**src/rtl/blowfish128_feistel.sv**
```systemverilog
// rtl/blowfish128_feistel.sv - iterative Blowfish-128 Feistel round controller
// Sequences key-mix, external F-function and XOR/swap rounds, then output whitening.
module blowfish128_feistel #(
  parameter int ROUNDS = 16,
  localparam int PIW = $clog2(ROUNDS + 2)
) (
  input  logic           Clk,
  input  logic           RstN,
  input  logic           Start,
  input  logic           Decrypt,
  input  logic [127:0]   DataIn,
  output logic           Ready,
  output logic [127:0]   DataOut,
  output logic           outputValid,
  output logic [PIW-1:0] PIdx,
  input  logic [63:0]    PKey,
  output logic           ffEnable,
  output logic [63:0]    ffX,
  input  logic [63:0]    ffY,
  input  logic           ffValid
);

  typedef enum logic [2:0] {
    S_IDLE, S_KEYMIX, S_FWAIT, S_FIN_R, S_FIN_L, S_DONE
  } state_t;

  state_t         state;
  logic [63:0]    l, r;
  logic [PIW-1:0] rnd;
  logic           dec;

  // Decryption walks the P-array backwards.
  function automatic logic [PIW-1:0] kidx(input logic [PIW-1:0] i, input logic d);
    return d ? (PIW'(ROUNDS + 1) - i) : i;
  endfunction

  always_ff @(posedge Clk or negedge RstN) begin
    if (!RstN) begin
      state       <= S_IDLE;
      l           <= '0;
      r           <= '0;
      rnd         <= '0;
      dec         <= 1'b0;
      PIdx        <= '0;
      ffEnable    <= 1'b0;
      ffX         <= '0;
      DataOut     <= '0;
      Ready       <= 1'b1;
      outputValid <= 1'b0;
    end else begin
      case (state)
        S_IDLE, S_DONE: begin
          if (Start) begin
            l           <= DataIn[127:64];
            r           <= DataIn[63:0];
            dec         <= Decrypt;
            rnd         <= '0;
            PIdx        <= kidx('0, Decrypt);
            Ready       <= 1'b0;
            outputValid <= 1'b0;
            state       <= S_KEYMIX;
          end
        end
        S_KEYMIX: begin
          // ffEnable is low for this whole cycle, which clears the F pipeline.
          l        <= l ^ PKey;
          ffX      <= l ^ PKey;
          ffEnable <= 1'b1;
          state    <= S_FWAIT;
        end
        S_FWAIT: begin
          if (ffValid) begin
            ffEnable <= 1'b0;
            if (rnd != PIW'(ROUNDS - 1)) begin
              l     <= r ^ ffY;
              r     <= l;
              rnd   <= rnd + PIW'(1);
              PIdx  <= kidx(rnd + PIW'(1), dec);
              state <= S_KEYMIX;
            end else begin
              r     <= r ^ ffY;
              PIdx  <= dec ? PIW'(1) : PIW'(ROUNDS);
              state <= S_FIN_R;
            end
          end
        end
        S_FIN_R: begin
          r     <= r ^ PKey;
          PIdx  <= dec ? PIW'(0) : PIW'(ROUNDS + 1);
          state <= S_FIN_L;
        end
        S_FIN_L: begin
          l           <= l ^ PKey;
          DataOut     <= {l ^ PKey, r};
          outputValid <= 1'b1;
          Ready       <= 1'b1;
          state       <= S_DONE;
        end
        default: state <= S_IDLE;
      endcase
    end
  end

endmodule
```
**config.mk**
```make
export PLATFORM = sky130hd
export DESIGN_NAME = blowfish128_feistel
export DESIGN_NICKNAME = d
export VERILOG_FILES = /design/src/rtl/blowfish128_feistel.sv
export SDC_FILE = /design/constraint.sdc
export NUM_CORES = 1
export LEC_CHECK = 0
export BUFFER_PORTS_ARGS = -buffer_cell sky130_fd_sc_hd__buf_2
export CORE_MARGIN = 2
export CORE_UTILIZATION = 40
export DETAILED_ROUTE_END_ITERATION = 8
export GPL_TIMING_DRIVEN = 0
export MAX_ROUTING_LAYER = met4
export PLACE_DENSITY_LB_ADDON = 0.15
export SYNTH_ARGS = -nofsm -noshare
export SYNTH_HDL_FRONTEND = slang
export SYNTH_SLANG_ARGS = --single-unit
```
**constraint.sdc**
```tcl
create_clock -name Clk -period 4.9 [get_ports Clk]
set_input_delay 0.245 -clock Clk [delete_from_list [all_inputs] [get_ports Clk]]
set_output_delay 0.245 -clock Clk [all_outputs]
set_load 0.05 [all_outputs]
```
### Yosys cells after proc, flatten, opt, wreduce, memory -nomap -nowiden

Index checks and enable logic that the tools add are counted.

* register bits after elaboration: 337
* output and inout port bits: 200

* $add $sub $neg: 2
* eq/ne operators: 9
* mux-type cells: 28
* bitwise gates (word level): 3
* reductions and logical operators: 15

Operators by type and width (number)
* $mux W64: 6
* $pmux W64 S3: 2
* $xor A64 B64 Y64: 3
* $mux W5: 10
* $pmux W3 S5: 1
* $pmux W5 S3: 1
* $pmux W5 S2: 1
* $reduce_and A2 Y1: 4
* $reduce_and A4 Y1: 2
* $eq A3 B2 Y1 const B: 2
* $eq A3 B3 Y1 const B: 2
* $mux W3: 2
* $ne A2 B2 Y1 const B: 3
* $reduce_bool A2 Y1: 3
* $reduce_bool A3 Y1: 2
* $add A5 B1 Y5 const B: 1
* $ne A5 B4 Y1 const B: 1
* $sub A5 B5 Y5 const A: 1
* $pmux W1 S2: 2
* $reduce_or A2 Y1: 2
* $eq A3 B1 Y1 const B: 1
* $logic_not A3 Y1: 1
* $reduce_and A3 Y1: 1
* $mux W1: 2
* $mux W2: 1

### Longest topological paths before layout

Gate-level depths: netlist of the first run.

* depth after elaboration: 6
* mapped depth: 10
* mapped depth without buffers: 7

### Worst setup path after synthesis of the first run

No wires, ideal clock.

* path kind: register -> register
* start: register rnd[0]
* end: register l[10]
* data arrival time: 2.201 ns
* required time: 4.775 ns
* setup slack: 2.575 ns
* cell stages (with the launch flop): 11
* buffers on the path: 3
* period minus slack after synthesis: 2.325 ns
* path through: dfrtp_1 -> ha_1 -> and3_1 -> ha_1 -> buf_2 -> and4bb_1 -> o21bai_1 -> and2_1 -> buf_4 -> buf_4 -> mux2_2

* cells in the longest elaborated chain, start to end: 3

Ends and longest elaborated chain
* start: declaration: line 29 `logic [PIW-1:0] rnd;`
* start signal: assignment: line 77 `rnd <= rnd + PIW'(1);`
* $ne A5 B4 Y1: line 74 `if (rnd != PIW'(ROUNDS - 1)) begin`
* $ne A2 B2 Y1 (no line)
* $reduce_and A4 Y1 (no line)
* end signal: assignment: line 66 `l <= l ^ PKey;`
* end signal: assignment: line 75 `l <= r ^ ffY;`
* end signal: assignment: line 93 `l <= l ^ PKey;`
* end: declaration: line 28 `logic [63:0] l, r;`

No other way between the ends.
A chain may end at the register's enable or synchronous reset.

### Worst setup path after layout of the first run

* start: register rnd[0]
* end: register r[16]

* cells in the longest elaborated chain, start to end: 4

Ends and longest elaborated chain
* $ne A5 B4 Y1: line 74
* $mux W64: line 74
* $mux W64: line 72 `if (ffValid) begin`
* $pmux W64 S3: line 51 `case (state)`
* end signal: assignment: line 55 `r <= DataIn[63:0];`
* end signal: assignment: line 76 `r <= l;`
* end signal: assignment: line 81 `r <= r ^ ffY;`
* end: declaration: line 28

No other way between the ends. The select of a mux whose other input is x is not followed.

==> summary.md, run 1 <==
| Metric | Value |
|---|---|
| Synthesized net count | `1,963` |
| Worst VDD drop | `505 µV` |
| Post-CTS sizing | `0` |
| Required time of the worst setup path | `approximately 5.4 ns` |
| Drt wl/cell | `approximately 23 µm` |
| Cell count after synthesis | `around 1,700` |
| Post-synth top area share | `0.479` |
| Endpoint of the worst hold path | `r[35]` |
| Post-synth EDFFs | `0` |
| HPWL Detailed | `approximately 46 mm` |
| Buffers & Inverters on Critical Path | `3` |
| Area Growth Syn to Fin | `27.7%` |
| RSZ-0062 raised after global routing | `false` |
| Total congestion overflow | `0` |
| Hold path startpoint | `DataIn[35]` |
| # IOs | `between 400 and 500` |
| Crit. Startpoint | `rnd[0]` |
| CTS sink cnt | `between 300 and 400` |
| Layout Nets | `between 2,000 and 2,500` |
| Post-route ant nets | `0` |
| 1st-iter DRT viols | `between 1,000 and 1,500` |
| Vias | `about 16,000` |
| Seq/Total Area, Yosys | `0.481` |
| Final std cells w/o fill | `roughly 2,900` |
| Die area | `between 40,000 and 50,000 µm²` |
| CP startpoint kind | `flip-flop` |
| Layout Skew | `0.0104 ns` |
| F_max | `between 0.2 and 0.3 GHz` |
| Ys flop type | `dfrtp_1` |
| Syn Area/Cell | `roughly 10 µm²` |
| Drt total wl | `between 60 and 70 mm` |
| Post-synth ARST share | `1.00` |
| Ys Warns | `0` |
| Synth Register Bits | `roughly 340` |
| Place WS | `between 1.5 and 2 ns` |
| # DRC | `0` |
| Crit path kind | `reg2reg` |
| Die Wd | `between 200 and 250 µm` |
| R2r startpoint | `rnd[0]` |
| Pleak | `0.0102 µW` |
| Kind of cell adding the most delay to the critical path | `buffers and inverters` |
| Routability cong. | `just under 0.9` |
| DRT Pass-1 Iters | `7` |
| CTS Root Cell | `clkbuf_16` |
| H-tree Lvls | `2` |
| Reg2reg end | `r[16]` |
| # port buffers | `460` |
| CTS tree | `yes` |
| Synth top cells by count | `dfrtp_1, nor2_1, o21ai_0` |
| Max-Cap Viols | `0` |
| R2r setup slk | `1.43 ns` |
| Crit path arrival time | `just under 4 ns` |
| CP dominant cell by count | `ha_1` |
| Initial antenna violation count | `25` |
| Vias in the first global route | `approximately 16,000` |
| Hold Path Depth | `3` |
| Highest-delay cell along the critical path | `nor2_2` |
| Ranking of synthesized cells by area | `dfrtp_1, mux2_2, a221o_1, xnor2_1, nor2_1` |
| Reg clk slew, reported paths | `0.06 ns` |
| Initial Utilization | `0.406` |
| # rows | `76` |
| Final core utilization | `0.519` |
| Mapped Area | `about 18,000 µm²` |
| Crit path time final | `approximately 3.5 ns` |
| Distinct cells, synth | `49` |
| Via-per-instance ratio | `between 5 and 6` |
| Core Region | `43,200 µm²` |
| Fin. Hold Viols | `0` |
| Fin crit share | `0.709` |
| Cell area power density | `between 800 and 900 nW/µm²` |
| Crit-path max FO | `10` |
| Largest net degree at the start of global routing | `115` |
| Finish-stage setup viols | `0` |
| Post-route setup slack | `about 1.4 ns` |
| Most common cell in the netlist | `dfrtp_1` |
| Worst Setup End Kind | `flip-flop` |
| Worst min path class | `in2reg` |
| Slew Viols, Final | `0` |
| Slew HR | `0.379` |
| Placed cell count | `between 2,000 and 3,000` |
| Area leader, netlist | `dfrtp_1` |
| Layout cells sized above 1 | `0.324` |
| Die Span Y | `~210 µm` |
| Num CTS Buffers | `38` |
| GRT Util Overall | `0.288` |
| First-pass GRT wire length | `around 96 mm` |
| Final setup TNS | `0 ns` |
| R2R cell count | `10` |
| Critical path, cell by cell | `ha_1, and3_1, ha_1, buf_2, nor2_2, clkbuf_1, a221o_1, a31oi_1, o2bb2ai_1, dlygate4sd3_1` |
| Worst slew pin tran | `between 0.9 and 1 ns` |
| Status | `finished clean` |
| Clk Latency, worst-skew pair | `~0.56 ns` |
| Clk buf depth | `3` |
| Crit path largest cell delay | `around 0.59 ns` |
| WHS | `0.0184 ns` |
## layer usage
metal | GRT usage | wire length (µm) | up-vias
met5 | - | 0 | -
met4 | 0.109 | 2250 | 0
met3 | 0.0565 | 4690 | 120
met2 | 0.444 | 30500 | 632
met1 | 0.376 | 27500 | 7975
li1 | - | - | 7132
## flip-flops by register name, summed over array words and instances (netlist names)
| name | count |
|---|---|
| state | 3 |
| Ready | 1 |
| outputValid | 1 |
| ffX | 64 |
| rnd | 5 |
| DataOut | 128 |
| dec | 1 |
| PIdx | 5 |
| ffEnable | 1 |
| l | 64 |
| r | 64 |
## worst min-delay path, delay by kind of cell
family                 cells  cell delay [ns]
AO/OA/AOI/OAI              2             0.21
buffers and inverters      1             0.08
## power by group
group / total [µW] / internal (µW) / leakage [µW] / switching [µW]
logic: 11300 / 3970 / 0.00555 / 7310
registers: 5330 / 4190 / 0.00392 / 1140
clock network: 3240 / 2020 / 0.000679 / 1220
## worst max-delay path by stage
stage          slack [ns]  cells after the start      end
2_1_floorplan        2.57                     10    l[10]
3_3_place_gp        -3.36                      1  ffX[23]
3_5_place_dp         1.99                      9    r[13]
4_1_cts              1.45                     10    r[16]
5_1_grt              1.26                     10     r[8]
6_report             1.43                     10    r[16]
## what timing repair did
item	in CTS	in global routing
hold buffers	27	0
endpoints found under the setup margin	0	0
setup buffers	0	0
hold endpoints to repair	132	0
## through the flow
stage / instance area [µm²] / total power, µW
6_report: 22400 / 19900
5_1_grt: 22400 / 21000
4_1_cts: 22300 / 19900
3_5_place_dp: 20700 / 16500
3_3_place_gp: 20600 / 16300
2_1_floorplan: 17500 / 13300
## placed cells by master, fill, tap and decap left out, types with 8 or more instances in the layout
cell | netlist | routed
clkbuf_1 | 43 | 50
nor2_1 | 197 | 197
a21oi_1 | 134 | 134
mux2_2 | 124 | 124
bufinv_16 | 0 | 8
inv_1 | 134 | 134
buf_2 | 47 | 506
dfrtp_1 | 336 | 336
diode_2 | 0 | 26
buf_4 | 13 | 13
clkbuf_16 | 0 | 41
nand2_1 | 11 | 11
buf_6 | 14 | 14
o2bb2ai_1 | 64 | 64
a221o_1 | 127 | 127
xnor2_1 | 130 | 130
xor2_1 | 65 | 65
o21ai_0 | 137 | 137
dlygate4sd3_1 | 0 | 27
a31oi_1 | 65 | 65
## area by class of cell
class / count / area [µm²]
inverter: 135 / 507
tap: 585 / 732
antenna: 26 / 65.1
multi-input combinational: 1105 / 7930
timing repair buffer: 490 / 2670
fill: 4112 / 20800
clock inverter: 15 / 283
sequential: 337 / 8430
buffer: 122 / 672
clock buffer: 53 / 1120
## kinds of logic after synthesis
kind of cell	share of synthesized area
compound gates	0.213
flops	0.481
buf+inv	0.0672
simple gates	0.0550
xor+xnor	0.0989
mux	0.0833
fa+ha+maj	0.00214
No activity file was read; power rests on OpenSTA's default activity.
==> inputs of run 2 (changes only) <==
Settings changed: ABC_AREA set to 1.
Clock period 4.9 ns to 3.6 ns, I/O delays scaled along.
==> run 2 against run 1 <==
Net effect: wire length is 12% higher; global-route usage is 4.5 points higher; count of clock-buffer cells in the layout is 8 higher; largest cell class unchanged.
==> summary.md, run 2 <==
| Metric | Value |
|---|---|
| Status | `finished clean (unchanged)` |
| Switching power share of the total | `0.537 (was 0.487)` |
| Max-Cap Viols | `0 (unchanged)` |
| Pleak | `0.0117 µW (was 0.0102 µW)` |
| Drt wl/cell | `21.7 µm (was 22.6 µm)` |
| Layout Skew | `0.0135 ns (was 0.0104 ns)` |
| Most common cell after layout, fill and taps aside | `nand2_1 (was buf_2)` |
| # DRC | `0 (unchanged)` |
| Synth Register Bits | `337 (unchanged)` |
| CTS Root Cell | `clkbuf_16 (unchanged)` |
| Required time of the worst setup path | `4.10 ns (was 5.39 ns)` |
| 1st-iter DRT viols | `1,652 (was 1,266)` |
| Crit-path max FO | `10 (unchanged)` |
| Cell count after synthesis | `2,131 (was 1,699)` |
| Ranking of synthesized cells by area | `dfrtp_1, nand2_1, o21ai_0, xor2_1, xnor2_1 (was dfrtp_1, mux2_2, a221o_1, xnor2_1, nor2_1)` |
| Fin. Hold Viols | `0 (unchanged)` |
| Mapped Area | `17,100 µm² (was 17,500 µm²)` |
| Combinational group share of total power | `0.559 (was 0.568)` |
| Crit path largest cell delay | `0.86 ns (was 0.59 ns)` |
| Highest metal used | `met4 (unchanged)` |
| Routability cong. | `0.943 (was 0.884)` |
| Cell area power density | `1100 nW/µm² (was 886 nW/µm²)` |
| R2r setup slk | `0.44 ns (was 1.43 ns)` |
| Max FFs per register | `128 (unchanged)` |
| Slew Viols, Final | `0 (unchanged)` |
| DRT met1 WL | `30.8 mm (was 27.5 mm)` |
| Total congestion overflow | `0 (unchanged)` |
| # IOs | `461 (unchanged)` |
| Core Region | `42,000 µm² (was 43,200 µm²)` |
| RSZ-0062 raised after global routing | `false (unchanged)` |
| Critical path, cell by cell | `ha_1, inv_1, nor3_1, ha_1, buf_2, buf_1, clkbuf_1, nand3_1, nand4_1, nand2_1, nand2_1 (was ha_1, and3_1, ha_1, buf_2, nor2_2, clkbuf_1, a221o_1, a31oi_1, o2bb2ai_1, dlygate4sd3_1)` |
| Most flops, register | `DataOut (unchanged)` |
| Die Span Y | `211 µm (was 213 µm)` |
| Post-synth EDFFs | `0 (unchanged)` |
| Slew HR | `0.233 (was 0.379)` |
| Synthesized net count | `2,395 (was 1,963)` |
| Initial antenna violation count | `9 (was 25)` |
| WHS | `0.0251 ns (was 0.0184 ns)` |
| Worst VDD drop | `560 µV (was 505 µV)` |
| Total power | `25,400 µW (was 19,900 µW)` |
| Crit path time final | `3.16 ns (was 3.47 ns)` |
| First-pass GRT wire length | `108 mm (was 95.6 mm)` |
| Most frequent cells in the layout | `nand2_1, buf_2, dfrtp_1, o21ai_0, dlygate4sd3_1 (was buf_2, dfrtp_1, nor2_1, o21ai_0)` |
| Seq/Total Area, Yosys | `0.494 (was 0.481)` |
| Crit path kind | `reg2reg (unchanged)` |
| Post-CTS sizing | `0 (unchanged)` |
| Ys flop type | `dfrtp_1 (unchanged)` |
| # rows | `75 (was 76)` |
| Area Growth Syn to Fin | `34.8% (was 27.7%)` |
| R2R cell count | `11 (was 10)` |
| Vias | `18,000 (was 15,900)` |
| Largest net degree at the start of global routing | `115 (unchanged)` |
| R2r startpoint | `rnd[0] (unchanged)` |
| Seq pwr share | `0.278 (was 0.268)` |
| Via-per-instance ratio | `5.34 (was 5.53)` |
| Layout cells sized above 1 | `0.222 (was 0.324)` |
| CP startpoint kind | `flip-flop (unchanged)` |
| HPWL Detailed | `51.7 mm (was 46.3 mm)` |
| DR WL met3 | `5.25 mm (was 4.69 mm)` |
| Clk Latency, worst-skew pair | `0.56 ns (about the same)` |
| Post-route setup slack | `0.440 ns (was 1.43 ns)` |
| Post-synth ARST share | `1.00 (unchanged)` |
| Post-route ant nets | `0 (unchanged)` |
| Reg clk slew, reported paths | `0.06 ns (about the same)` |
| Design area | `23,000 µm² (was 22,400 µm²)` |
| Area leader, netlist | `dfrtp_1 (unchanged)` |
| Worst min path class | `in2reg (unchanged)` |
| Die area | `44,400 µm² (was 45,600 µm²)` |
| Ys Warns | `0 (unchanged)` |
| Syn Area/Cell | `8.02 µm² (was 10.3 µm²)` |
| Met2 routed wirelength | `33.9 mm (was 30.5 mm)` |
| Synth top cells by count | `nand2_1, dfrtp_1, o21ai_0 (was dfrtp_1, nor2_1, o21ai_0)` |
| Vias in the first global route | `17,800 (was 15,800)` |
| Final core utilization | `0.548 (was 0.519)` |
| Worst Setup End Kind | `flip-flop (unchanged)` |
| Reg2reg end | `r[22] (was r[16])` |
| Distinct cells, synth | `30 (was 49)` |
| Post-synth top area share | `0.492 (was 0.479)` |
| Clock Power Share | `0.163 (about the same)` |
| Highest-delay cell along the critical path | `buf_1 (was nor2_2)` |
| Worst slew pin tran | `1.15 ns (was 0.924 ns)` |
| Num CTS Buffers | `40 (was 38)` |
| Area after DPL | `20,200 µm² (was 20,700 µm²)` |
| DRT Pass-1 Iters | `6 (was 7)` |
| Fin crit share | `0.878 (was 0.709)` |
| Finish-stage setup viols | `0 (unchanged)` |
| Crit path arrival time | `3.66 ns (was 3.97 ns)` |
| CTS tree | `yes (unchanged)` |
| Endpoint of the worst hold path | `ffX[5] (was r[35])` |
| F_max | `0.316 GHz (was 0.288 GHz)` |
| CTS sink cnt | `337 (unchanged)` |
| GRT Util Overall | `0.333 (was 0.288)` |
| Layout Nets | `3,055 (was 2,493)` |
| Initial Utilization | `0.406 (about the same)` |
| Clk buf depth | `3 (unchanged)` |
| Kind of cell adding the most delay to the critical path | `buffers and inverters (unchanged)` |
| Drt total wl | `73.0 mm (was 64.9 mm)` |
| Hold path startpoint | `PKey[5] (was DataIn[35])` |
| Die Wd | `211 µm (was 213 µm)` |
| Place WS | `0.545 ns (was 1.99 ns)` |
| # port buffers | `460 (unchanged)` |
| Net Switching | `13,600 µW (was 9670 µW)` |
| Most common cell in the netlist | `nand2_1 (was dfrtp_1)` |
| Buffers & Inverters on Critical Path | `4 (was 3)` |
| Hold Path Depth | `3 (unchanged)` |
| H-tree Lvls | `2 (unchanged)` |
| Internal power | `11,800 µW (was 10,200 µW)` |
[run 2: changes by cell type in the layout (fill, tap and decap cells not counted), moves of 55 or more]
cell           change
nand2_1          +927
nor2_1           -184
a21oi_1          -130
dlygate4sd3_1    +128
a221o_1          -127
mux2_2           -124
nand3_1           +97
inv_1             -92
o211ai_1          +67
a31oi_1           -65
o2bb2ai_1         -64
o21ai_0           +59
xnor2_1           -55
[run 2: cells by family (layout without fill, tap and decap cells)]
family | Yosys count | after routing | share of synthesized area
adders and majority gates | 3 | 3 | 0.00220
and+or+nand+nor | 1128 | 1128 | 0.268
xor gates and xnor gates | 170 | 170 | 0.0871
DFF | 337 | 337 | 0.494
other | 0 | 9 | 0
buffers and inverters | 178 | 865 | 0.0437
AOI/OAI and AO/OA | 315 | 315 | 0.106
[run 2: how the worst max path moves through the flow]
stage          slack (ns)    from  cells after the start           to
6_report             0.44  rnd[0]                     11        r[22]
2_1_floorplan        1.64  rnd[0]                     11        r[15]
3_3_place_gp        -4.47    RstN                      1  DataOut[51]
4_1_cts              0.52  rnd[0]                     11        r[34]
3_5_place_dp         0.54  rnd[0]                     11        r[22]
5_1_grt              0.26  rnd[0]                     11        r[40]
[run 2: power groups by stage]
stage               clock network, µW  logic [µW]  registers [µW]
floorplan                           0        5940           10400
global placement                    0       13700            6990
detailed placement                  0       14000            7050
CTS                              4180       14100            7010
global route                     4320       15300            7260
finish                           4130       14200            7060
[run 2: layout make-up]
type                            count  area (µm²)
Buffer                            127         556
Clock inverter                      8        90.1
Multi-Input combinational cell   1616        7910
Clock buffer                       61        1210
Inverter                           51         191
Timing Repair Buffer              618        3950
Tap cell                          539         674
Antenna cell                        9        22.5
Fill cell                        4024       19000
Sequential cell                   337        8430
[run 2: per-stage QoR]
step                instances  TNS (ns)
floorplan                2131         0
detailed placement       3133         0
global placement         3130  -1491.16
finish                   3366         0
global route             3366         0
CTS                      3357         0
[run 2: worst register-to-register path, delay by kind of cell, from the launching register on]
kind                     cells  cell delay, ns
buffers and inverters        4            1.71
AND/OR/NAND/NOR              5            0.58
flip-flops                   1            0.45
adder cells (fa/ha/maj)      2            0.38
[run 2: what timing repair did]
item | CTS | global route
hold buffers | 155 | 0
buffers inserted | 0 | 0
hold endpoints to repair | 239 | 0
[run 2: per-layer routing]
metal / GRT usage / up-vias
met2: 0.520 / 828
met5: - / -
met4: 0.146 / 0
met1: 0.428 / 8722
met3: 0.0562 / 169
li1: - / 8243
